`src/rtl/polygon_pkg.sv`:
```
// Shared types and constants for the polygon vertex loader and its helpers.
package polygon_pkg;

    typedef enum logic [1:0] {
        IDLE    = 2'd0,
        COLLECT = 2'd1,
        PENDING = 2'd2
    } loader_state_t;

    localparam int unsigned MIN_VERTICES = 3;

endpackage

```
`src/rtl/polygon_bbox_tracker.sv`:
```
// Running signed min/max of a vertex stream; instantiated by polygon_vertex_loader
// only when POLYGON_LOADER_BBOX_EN is defined.
module polygon_bbox_tracker #(
    parameter int unsigned COORD_WIDTH = 32
) (
    input  logic                          clk,
    input  logic                          rst_n,
    input  logic                          init,
    input  logic                          update,
    input  logic                          clear,
    input  logic signed [COORD_WIDTH-1:0] x,
    input  logic signed [COORD_WIDTH-1:0] y,
    output logic signed [COORD_WIDTH-1:0] xmin,
    output logic signed [COORD_WIDTH-1:0] xmax,
    output logic signed [COORD_WIDTH-1:0] ymin,
    output logic signed [COORD_WIDTH-1:0] ymax
);

    always_ff @(posedge clk) begin
        if (!rst_n || clear) begin
            xmin <= '0;
            xmax <= '0;
            ymin <= '0;
            ymax <= '0;
        end else if (init) begin
            xmin <= x;
            xmax <= x;
            ymin <= y;
            ymax <= y;
        end else if (update) begin
            if (x < xmin) xmin <= x;
            if (x > xmax) xmax <= x;
            if (y < ymin) ymin <= y;
            if (y > ymax) ymax <= y;
        end
    end

endmodule

```
`src/rtl/polygon_vertex_loader.sv`:
```
// Collects polygon vertices into a shadow buffer and commits them on a frame pulse.
// Optional bounding-box outputs are enabled by defining POLYGON_LOADER_BBOX_EN.
module polygon_vertex_loader
    import polygon_pkg::*;
#(
    parameter int unsigned MAX_NUM_VERTICES = 4,
    parameter int unsigned COORD_WIDTH      = 32
) (
    input  logic                                clk_in,
    input  logic                                rst_in,
    input  logic signed [COORD_WIDTH-1:0]       vtx_x_in,
    input  logic signed [COORD_WIDTH-1:0]       vtx_y_in,
    input  logic                                vtx_last_in,
    input  logic                                vtx_valid_in,
    output logic                                vtx_ready_out,
    input  logic                                new_frame_in,
    output logic signed [COORD_WIDTH-1:0]       xs_out [MAX_NUM_VERTICES],
    output logic signed [COORD_WIDTH-1:0]       ys_out [MAX_NUM_VERTICES],
    output logic [$clog2(MAX_NUM_VERTICES):0]   num_points_out,
    output logic                                poly_valid_out,
    output logic                                err_short_out,
    output logic                                err_overflow_out
`ifdef POLYGON_LOADER_BBOX_EN
    ,
    output logic signed [COORD_WIDTH-1:0]       bbox_xmin_out,
    output logic signed [COORD_WIDTH-1:0]       bbox_xmax_out,
    output logic signed [COORD_WIDTH-1:0]       bbox_ymin_out,
    output logic signed [COORD_WIDTH-1:0]       bbox_ymax_out
`endif
);

    localparam int unsigned CNT_W = $clog2(MAX_NUM_VERTICES) + 1;
    localparam int unsigned IDX_W = (MAX_NUM_VERTICES > 1) ? $clog2(MAX_NUM_VERTICES) : 1;

    loader_state_t state_q, state_d;
    logic [CNT_W-1:0] count_q;
    logic             ovf_q;
    logic signed [COORD_WIDTH-1:0] shadow_x [MAX_NUM_VERTICES];
    logic signed [COORD_WIDTH-1:0] shadow_y [MAX_NUM_VERTICES];

    logic             xfer_c, full_c, last_xfer_c, short_c, ovf_err_c, good_last_c;
    logic [CNT_W-1:0] beat_count_c;
    logic             shadow_wr_c, commit_c;
    logic [IDX_W-1:0] shadow_idx_c;

    // Count and overflow status as they stand after the current beat.
    assign xfer_c       = vtx_valid_in && vtx_ready_out;
    assign full_c       = (count_q == CNT_W'(MAX_NUM_VERTICES));
    assign beat_count_c = (state_q == IDLE) ? CNT_W'(1)
                        : (full_c ? count_q : count_q + CNT_W'(1));
    assign last_xfer_c  = xfer_c && vtx_last_in;
    assign short_c      = last_xfer_c && (beat_count_c < CNT_W'(MIN_VERTICES));
    assign ovf_err_c    = last_xfer_c && !short_c && (state_q == COLLECT) && (ovf_q || full_c);
    assign good_last_c  = last_xfer_c && !short_c && !ovf_err_c;

    always_ff @(posedge clk_in) begin
        if (!rst_in) state_q <= IDLE;
        else         state_q <= state_d;
    end

    always_comb begin
        state_d = state_q;
        case (state_q)
            IDLE:    if (xfer_c) state_d = good_last_c ? PENDING : (vtx_last_in ? IDLE : COLLECT);
            COLLECT: if (last_xfer_c) state_d = good_last_c ? PENDING : IDLE;
            PENDING: if (new_frame_in) state_d = IDLE;
            default: state_d = IDLE;
        endcase
    end

    always_comb begin
        shadow_wr_c  = 1'b0;
        shadow_idx_c = '0;
        commit_c     = 1'b0;
        case (state_q)
            IDLE:    shadow_wr_c = xfer_c;
            COLLECT: begin
                shadow_wr_c  = xfer_c && !full_c;
                shadow_idx_c = IDX_W'(count_q);
            end
            PENDING: commit_c = new_frame_in;
            default: ;
        endcase
    end

    // Shadow collection, commit into the frame-stable arrays, and status pulses.
    always_ff @(posedge clk_in) begin
        if (!rst_in) begin
            count_q          <= '0;
            ovf_q            <= 1'b0;
            vtx_ready_out    <= 1'b0;
            num_points_out   <= '0;
            poly_valid_out   <= 1'b0;
            err_short_out    <= 1'b0;
            err_overflow_out <= 1'b0;
            for (int i = 0; i < int'(MAX_NUM_VERTICES); i++) begin
                shadow_x[i] <= '0;
                shadow_y[i] <= '0;
                xs_out[i]   <= '0;
                ys_out[i]   <= '0;
            end
        end else begin
            vtx_ready_out    <= (state_d != PENDING);
            err_short_out    <= short_c;
            err_overflow_out <= ovf_err_c;
            ovf_q            <= (state_d == COLLECT) &&
                                (ovf_q || (xfer_c && full_c && state_q == COLLECT));
            if (state_d == IDLE)  count_q <= '0;
            else if (xfer_c)      count_q <= beat_count_c;
            if (shadow_wr_c) begin
                shadow_x[shadow_idx_c] <= vtx_x_in;
                shadow_y[shadow_idx_c] <= vtx_y_in;
            end
            if (commit_c) begin
                num_points_out <= count_q;
                poly_valid_out <= 1'b1;
                for (int i = 0; i < int'(MAX_NUM_VERTICES); i++) begin
                    xs_out[i] <= (CNT_W'(i) < count_q) ? shadow_x[i] : '0;
                    ys_out[i] <= (CNT_W'(i) < count_q) ? shadow_y[i] : '0;
                end
            end
        end
    end

`ifdef POLYGON_LOADER_BBOX_EN
    logic signed [COORD_WIDTH-1:0] trk_xmin, trk_xmax, trk_ymin, trk_ymax;

    polygon_bbox_tracker #(
        .COORD_WIDTH (COORD_WIDTH)
    ) u_bbox (
        .clk    (clk_in),
        .rst_n  (rst_in),
        .init   (xfer_c && (state_q == IDLE)),
        .update (shadow_wr_c && (state_q == COLLECT)),
        .clear  (short_c || ovf_err_c),
        .x      (vtx_x_in),
        .y      (vtx_y_in),
        .xmin   (trk_xmin),
        .xmax   (trk_xmax),
        .ymin   (trk_ymin),
        .ymax   (trk_ymax)
    );

    always_ff @(posedge clk_in) begin
        if (!rst_in) begin
            bbox_xmin_out <= '0;
            bbox_xmax_out <= '0;
            bbox_ymin_out <= '0;
            bbox_ymax_out <= '0;
        end else if (commit_c) begin
            bbox_xmin_out <= trk_xmin;
            bbox_xmax_out <= trk_xmax;
            bbox_ymin_out <= trk_ymin;
            bbox_ymax_out <= trk_ymax;
        end
    end
`endif

endmodule
```
`config.mk`:
```
export PLATFORM = sky130hd
export DESIGN_NAME = polygon_vertex_loader
export DESIGN_NICKNAME = d
export VERILOG_FILES = /design/src/rtl/polygon_pkg.sv /design/src/rtl/polygon_bbox_tracker.sv /design/src/rtl/polygon_vertex_loader.sv
export SDC_FILE = /design/constraint.sdc
export NUM_CORES = 1
export LEC_CHECK = 0
export ABC_AREA = 1
export CORE_MARGIN = 4
export CORE_UTILIZATION = 56
export DETAILED_ROUTE_END_ITERATION = 12
export PLACE_DENSITY = 0.9
export SLEW_MARGIN = 20
export SYNTH_ARGS = -nofsm -noshare
export SYNTH_HDL_FRONTEND = slang
export SYNTH_SLANG_ARGS = --single-unit
```
`constraint.sdc`:
```
create_clock -name clk_in -period 12 [get_ports clk_in]
set_clock_uncertainty 0.1 [all_clocks]
set_input_delay 1.8 -clock clk_in [delete_from_list [all_inputs] [get_ports clk_in]]
set_output_delay 1.8 -clock clk_in [all_outputs]
set_load 0.005 [all_outputs]
```
==> summary by stage, run 1 <==
Status
The run finished with clean final reports.

Power and ir drop
Across the VDD grid, the largest voltage drop is 0.127 mV. The leakage power total is 8.82 nW. The power density over the cells is 149 mW/mm².

Yosys
The post-synthesis cell area is 0.0185 mm². The leading register cell type out of synthesis is dfxtp_1. The number of flops mapped to enable cells by yosys is 256. A synthesized cell averages 10.5 µm².

The combinational family with the most area after synthesis is simple AND/OR/NAND/NOR gates. The simple-gate area share of the yosys netlist is 0.147. Of the total synthesized cell area, the portion taken by full adders, half adders and majority gates is 0.00135. Ranked by total cell area, the synthesized netlist is headed by edfxtp_1 (42%), dfxtp_1 (29%), nor2_1 (8.0%).

The fraction of the mapped netlist area in compound gates is 0.102. Of the total synthesized cell area, the portion taken by XOR and XNOR cells is 0. The distinct cell type count after synthesis is 24. The share of synthesized area in the top cell type comes to 0.416. The cell taking the most area after synthesis is edfxtp_1. The share of synthesized area occupied by flip-flops and latches is 0.707. During synthesis, Yosys emitted a total of 0 warnings. The multiplexer area fraction after synthesis is 0. In the post-synthesis netlist, the cell with the most instances is nor2_1.

The number of nets in the synthesized netlist is 1835. In the synthesized netlist, the cells that appear most often are nor2_1 (394), dfxtp_1 (269), edfxtp_1 (256), nand2_1 (219), a21oi_1 (201). The synthesized design contains 525 register bits.

Counting flops with an async set or reset pin after synthesis yields a share of 0. The cell count after synthesis is 1764.

CTS
After clock tree synthesis, the flow added hold-fix buffers numbering 0. The clock passes through at most 3 buffers. The number of gates resized after CTS was 0.

Clock tree synthesis selected as its root buffer the cell clkbuf_16. Clock-pin slew was measured on the worst setup and hold paths at 0.07 ns. Post-CTS timing repair inserted 0 buffers for setup. The clock tree from TritonCTS is yes. The clock sink total is 525. The later pin in the worst-skew pair is clocked with a latency of 0.54 ns.

The CTS buffer count is 50. The H-tree generated during clock tree synthesis spans 2 levels.

Timing
The highest attainable clock frequency is 0.201 GHz. The final hold violation count was 0. The final critical-path share of the clock period is 0.415. The summed negative setup slack over all endpoints is 0 ns. The final setup violation count is 0. The max-slew headroom at the worst pin is 0.265.

For the pin with the worst max-slew slack, the measured transition is 1.10 ns. Setup repair after global routing left no endpoint under its margin. The post-layout minimum cycle time is 4.97 ns.

The final number of max-transition violations is 0.

Critical path
The worst register-to-register path has a setup slack of 7.87 ns. In this run the critical register-to-register path is captured at shadow_y[1][15]. The required time at the endpoint of the critical path is 12.05 ns. Along the worst path, the maximum fanout reaches 65. The type of the worst setup path is primary input to flip-flop. The worst-case reg-to-reg path depth is 9. STA classifies the critical path startpoint as a primary input. The cell at the slowest stage of the critical path is nand2_4.

The sort of element at the end of the critical path is a flip-flop. The number of buffers and inverters on the critical path is 2. The data arrival at the endpoint of the critical path is 5.03 ns. The cell repeated most along the worst path is nor2_1. Traced cell by cell, the critical path runs through clkdlybuf4s50_1 > nand2_2 > nor2_1 > o21ai_1 > nor2_1 > clkinv_2 > a21oi_2 > nand3_4 > nand2_4. The worst register-to-register path begins at count_q[0].

The largest incremental delay on the critical path is 1.05 ns. Among cell families on the critical path, the largest total delay comes from simple AND/OR/NAND/NOR gates.

Layout
After the last flow step, the layout net total stands at 2107. For this run, the number of standard cells in the final layout without fillers is 2520. The signed area change from the synthesized netlist to the final layout is 27.7%. In the final layout, the share of cells above drive strength 1 is 0.0544. With fillers left out, the area of the finished cells amounts to 0.0236 mm².

Routing
The routed metal-1 wire length is 19300 µm. The iteration count of the initial detailed-routing pass is 6. The number of DRC markers after the initial detailed-route iteration is 1397. After detailed routing, the number of vias per cell comes to 5.73. The detailed-route via count is 14400. The wire length on met2 is 25800 µm. The count of nets left with antenna violations once routing finished came out at 0. The wire length per cell after detailed routing is 20.7 µm. The highest routed metal layer is met5. For this run, design rule violations remaining after detail routing come to 0. The met3 wirelength from detailed routing is 5120 µm. The post-detailed-routing wire length is 52300 µm.

Placed design
The cell area reported after detailed placement is 0.0220 mm². In this run, placement finished with an instance count of 2426. Summed over all nets, the half-perimeter wirelength after detailed placement is 31100 µm.

The congestion estimate from routability-driven global placement came to 0.819. Port buffering added 331 buffers.

Global route
The first global-routing pass estimated 80000 µm of wire. In the global route stage, overall resource usage came out at 0.280. Summed over all layers, the global routing overflow is 0.

The initial antenna violation count is 2. Entering global routing, the biggest net connects 134 pins. The number of global-route vias before repair is 14700.

Hold path
The startpoint identified for the worst hold timing path is ys_out[8]. The type of the most critical hold path is flip-flop to flip-flop. For hold timing, the worst endpoint is ys_out[8]. The cell depth of the worst min-delay path is 2.

Floorplan
The starting utilization of the core area is 0.569. The die outline area is 0.0360 mm². The cell row count is 66. The core region is 0.0325 mm².

Measured along the x axis, the die boundary spans 190 µm. 332 I/O pins were placed. The floorplan die height is 190 µm.

Job
Max-cap violations in this run came to 0.
## metal layers
layer	track usage	up-vias
met5	0	-
met4	0.112	2
met3	0.0657	158
met2	0.477	839
met1	0.350	6978
li1	-	6459
## power breakdown
part / internal (W) / switching, W / total (W)
Sequential: 0.00191 / 0.0000110 / 0.00192
Clock: 0.000837 / 0.000660 / 0.00150
Combinational: 0.0000279 / 0.0000752 / 0.000103
## cell usage in the layout (no fill, tap or decap), drive strengths merged
cell type      count
diode              1
clkbuf            70
buf               13
nand4              1
nand3             68
o21a               1
o31ai              2
clkdlybuf4s50    330
dfxtp            269
clkinvlp           5
clkinv            17
inv               81
a211oi             1
nor2             395
a21oi            202
o21ai             71
nor3              10
a22oi             62
nand2            221
ha                 2
edfxtp           256
## registers in the layout, indices dropped and copies added (netlist names)
register,count
count_q,3
err_overflow_out,1
err_short_out,1
num_points_out,3
ovf_q,1
poly_valid_out,1
shadow_x,128
shadow_y,128
state_q,2
vtx_ready_out,1
xs_out,128
ys_out,128
## worst min-delay path: stages (launching register included)
cell	delay (ns)
dfxtp_1	0.31
nand2_1	0.06
a21oi_1	0.05
## cells by family after synthesis
kind of cell | Yosys count
and+or+nand+nor | 695
DFF | 525
AOI/OAI and AO/OA | 339
buffers and inverters | 203
adders and majority gates | 2
## worst max-delay path by stage
stage                           end  slack [ns]  cells after the start         start
detailed placement  shadow_y[1][19]        6.53                      9  vtx_valid_in
floorplan            shadow_x[3][0]        4.49                      4  vtx_valid_in
finish              shadow_y[1][15]        7.03                      9  vtx_valid_in
global placement    shadow_y[1][19]        6.62                      9  vtx_valid_in
global route        shadow_y[1][18]        6.74                      9  vtx_valid_in
CTS                 shadow_y[1][19]        7.08                      9  vtx_valid_in
## through the flow
| stage | util | hold slack [ns] | setup WS, ns | power, W |
|---|---|---|---|---|
| after floorplan | - | 0.359 | 4.49 | 0.00201 |
| after global placement | 0.677 | 0.351 | 6.62 | 0.00206 |
| after detailed placement | 0.677 | 0.357 | 6.53 | 0.00206 |
| after CTS | 0.726 | 0.366 | 7.08 | 0.00353 |
| after global routing | 0.726 | 0.389 | 6.74 | 0.00362 |
| final | 0.726 | 0.365 | 7.03 | 0.00352 |
## cell type report
class | count | area, µm²
clock inverter | 23 | 150
inverter | 80 | 312
antenna | 1 | 2.50
timing repair buffer | 343 | 3400
clock buffer | 70 | 1430
multi-input combinational | 1036 | 4700
fill | 2120 | 8920
sequential | 525 | 13100
tap | 442 | 553
No activity file was read; power rests on OpenSTA's default activity.
==> run 2, diff against run 1 <==
--- a/config.mk
+++ b/config.mk
@@ -7,9 +7,9 @@
 export LEC_CHECK = 0
 export ABC_AREA = 1
 export CORE_MARGIN = 4
-export CORE_UTILIZATION = 56
+export CORE_UTILIZATION = 47
 export DETAILED_ROUTE_END_ITERATION = 12
-export PLACE_DENSITY = 0.9
+export PLACE_DENSITY = 0.81
 export SLEW_MARGIN = 20
 export SYNTH_ARGS = -nofsm -noshare
 export SYNTH_HDL_FRONTEND = slang
==> constraint.sdc (replaced) <==
create_clock -name clk_in -period 4.4 [get_ports clk_in]
set_clock_uncertainty 0.1 [all_clocks]
set_input_delay 0.66 -clock clk_in [delete_from_list [all_inputs] [get_ports clk_in]]
set_output_delay 0.66 -clock clk_in [all_outputs]
set_load 0.005 [all_outputs]
==> summary by stage, run 2 (synthesis results as in run 1) <==
Global route
The global routing usage summed across all routing layers is 0.236 (-0.0448). The largest net degree at the start of global routing is 158 (+18%). The first-pass GRT wire length is 78200 µm (-2.2%). The initial antenna violation count is 1 (-1).

The number of global-route vias before repair is 14000 (-4.8%). The total grt overflow is 0 (unchanged).

Routing
The number of DRC markers after the initial detailed-route iteration was 1204 (-14%). The via density per instance is 5.43 (-5.1%). The iteration count of the initial detailed-routing pass is 5 (-1). The detailed-route via count is 14100 (-2.0%). The number of remaining DRC errors is 0 (unchanged). The wire length per cell after detailed routing came to 19.9 µm (-4.2%). The post-detailed-routing wire length is 51700 µm (-1.1%). The antenna violation net count after detailed routing is 0 (unchanged).

Critical path
Counting stages on the worst path, the most repeated cell is nand2_4. The worst setup path is of the flip-flop to flip-flop kind. The worst-path maximum fanout was 35 (-46%). The sort of element at the end of the critical path is a flip-flop. The largest incremental delay on the critical path is 0.47 ns (-0.58 ns). The worst-case reg-to-reg path depth was 10 (+1).

STA classifies the critical path startpoint as a flip-flop. Traced cell by cell, the critical path runs through inv_2 > ha_1 > nand2_1 > o21ai_1 > nor2_1 > clkinv_2 > a21oi_2 > nand2_4 > nand2_4 > buf_4. The required time at the endpoint of the critical path came to 4.55 ns (-7.50 ns). The destination of the worst register-to-register timing path is shadow_y[0][10].

The startpoint of the worst-slack reg-to-reg timing path is count_q[0]. The data arrival at the endpoint of the critical path is 3.36 ns (-1.67 ns). The cell at the slowest stage of the critical path is dfxtp_1. The slack of the worst reg-to-reg path is 1.19 ns (-6.68 ns).

Layout
The top cell types in the final layout, fill and taps aside, are nor2_1 (393), clkdlybuf4s50_1 (330), dfxtp_1 (269). The net total in the final layout was 2113 (+0.28%). The cell area after layout is 0.0240 mm² (+1.6%). The number of inserted diodes is 0 (-1).

Leaving out fill and tap cells, the most frequent cell in the layout is nor2_1. The footprint of the flip-flops and latches is 0.0131 mm² (unchanged). The number of inserted filler cells in the final layout came to 3007 (+42%). The share of final-layout standard cells stronger than drive strength 1 was 0.0590 (+0.00459). The total area of multi-input combinational cells came to 0.00471 mm² (+0.21%). The signed area change from the synthesized netlist to the final layout is 29.7%. The core occupancy in the finished layout is 0.618 (-0.108).

Power and ir drop
The switching power is 0.00208 W (+180%). The portion of total power attributed to sequential cells is 0.521 (-0.025). The combinational power share is 0.028 (about the same). The power density over the cells was 420 mW/mm² (+180%). The internal power summed over all cells is 0.00799 W (+190%). The clock share of power is 0.451 (+0.026). The largest voltage drop on the vdd net is 0.286 mV (+130%). The switching fraction of total power is 0.207 (-0.00478). The leakage power total is 8.98 nW (+1.8%).

CTS
The number of H-tree branching levels came to 2 (unchanged). The maximum buffer depth of the clock tree was 3 (unchanged). The CTS clock-pin slew for the worst setup and hold paths is 0.06 ns (about the same).

The CTS buffer count was 52 (+4.0%). The hold-fix buffer count after cts was 0 (unchanged). The number of cells upsized or downsized after cts is 0 (unchanged).

The clock tree from TritonCTS is yes. The clock sink total came to 525 (unchanged). The insertion delay of the later-clocked pin in the worst-skew pair is 0.59 ns (+0.05 ns). The post-CTS repair timing setup buffer count is 0 (unchanged). In this run the clock root is driven by a clkbuf_16.

Timing
The final number of max-transition violations is 0 (unchanged). The max-slew headroom at the worst pin is 0.296 (+0.0309). Setup repair after global routing left no endpoint under its margin. The worst-case hold slack is 0.333 ns (-0.0325 ns). The transition time at the pin with the least slew margin came to 1.06 ns (-0.0454 ns). Counting I/O delays and the setup requirement, the final critical path takes 3.21 ns. The final setup violation count is 0 (unchanged). Based on the critical path, the design can be clocked at up to 0.312 GHz. The final hold violation count was 0 (unchanged).

The summed negative setup slack over all endpoints is 0 ns (unchanged). The final critical-path share of the clock period is 0.728.

Status
The run finished with clean final reports.

Hold path
The worst hold path terminates at xs_out[34]. The worst hold path begins at rst_in. The worst hold path belongs to the class primary input to flip-flop.

The cell depth of the worst min-delay path is 3 (+1).

Floorplan
The cell row count is 72 (+9.1%). The number of I/O pins is 332 (unchanged). The die outline area is 0.0426 mm² (+18%).

The starting utilization of the core area is 0.477 (-0.0921). The floorplan die height is 206 µm (+8.8%). The chip width is 206 µm (+8.8%).

The core region area is 0.0388 mm² (+19%).

Job
The total of max-cap violations was 0 (unchanged).

Placed design
The cell area reported after detailed placement is 0.0222 mm² (+0.87%). The placed wire-length estimate after detailed placement is 31100 µm (+0.15%). The weighted congestion reported at the end of routability-driven placement is 0.815 (-0.49%).

The number of port buffers is 331 (unchanged).
==> run 2: cell count changes in the layout (fill, tap and decap cells not counted), moves of 3 or more <==
| cell | delta |
|---|---|
| bufinv_16 | +5 |
| buf_12 | +4 |
| clkbuf_1 | -3 |
| clkbuf_8 | +3 |
| clkinv_4 | -3 |
| clkinvlp_4 | -3 |
==> run 2: metrics by stage <==
stage	total power, W	setup WS [ns]	cells
after floorplan	0.00548	0.0325	1764
after global placement	0.00562	0.883	2506
after detailed placement	0.00564	0.880	2506
after CTS	0.0101	1.18	2603
after global routing	0.0104	0.991	2603
final	0.0101	1.19	2603
==> run 2: power by group through the flow <==
stage | clock network, W | registers (W) | logic [W]
2_1_floorplan | 0 | 0.00535 | 0.000135
3_3_place_gp | 0 | 0.00534 | 0.000280
3_5_place_dp | 0 | 0.00535 | 0.000287
4_1_cts | 0.00461 | 0.00524 | 0.000288
5_1_grt | 0.00483 | 0.00525 | 0.000308
6_report | 0.00454 | 0.00524 | 0.000287
==> run 2: worst max-delay path: cells and delay by family (launching register included) <==
kind,cells,cell delay (ns)
adders and majority gates,1,0.26
buffers and inverters,3,0.66
and+or+nand+nor,4,0.98
AOI/OAI and AO/OA,2,0.38
DFF,1,0.47
==> run 2: how the worst max path moves through the flow <==
stage,endpoint,startpoint,cells past startpoint
after floorplan,shadow_x[3][0],vtx_valid_in,4
after global placement,shadow_y[0][6],vtx_valid_in,10
after detailed placement,shadow_y[0][10],vtx_valid_in,10
after CTS,shadow_y[0][10],count_q[0],10
after global routing,shadow_y[0][10],count_q[0],10
final,shadow_y[0][10],count_q[0],10
==> run 2: per-layer routing <==
metal  track usage  wire [µm]  vias up
met3        0.0570       4550      131
met4        0.0829       1840        2
met2         0.396      25100      693
met1         0.299      20200     6839
met5             0          8        -
li1              -          -     6481
==> run 2: layout make-up <==
type	count	share of cell area
Multi-Input combinational cell	1036	0.196
Clock buffer	72	0.0628
Inverter	80	0.0130
Clock inverter	25	0.0112
Sequential cell	525	0.545
Tap cell	518	0.0270
Timing Repair Buffer	347	0.145
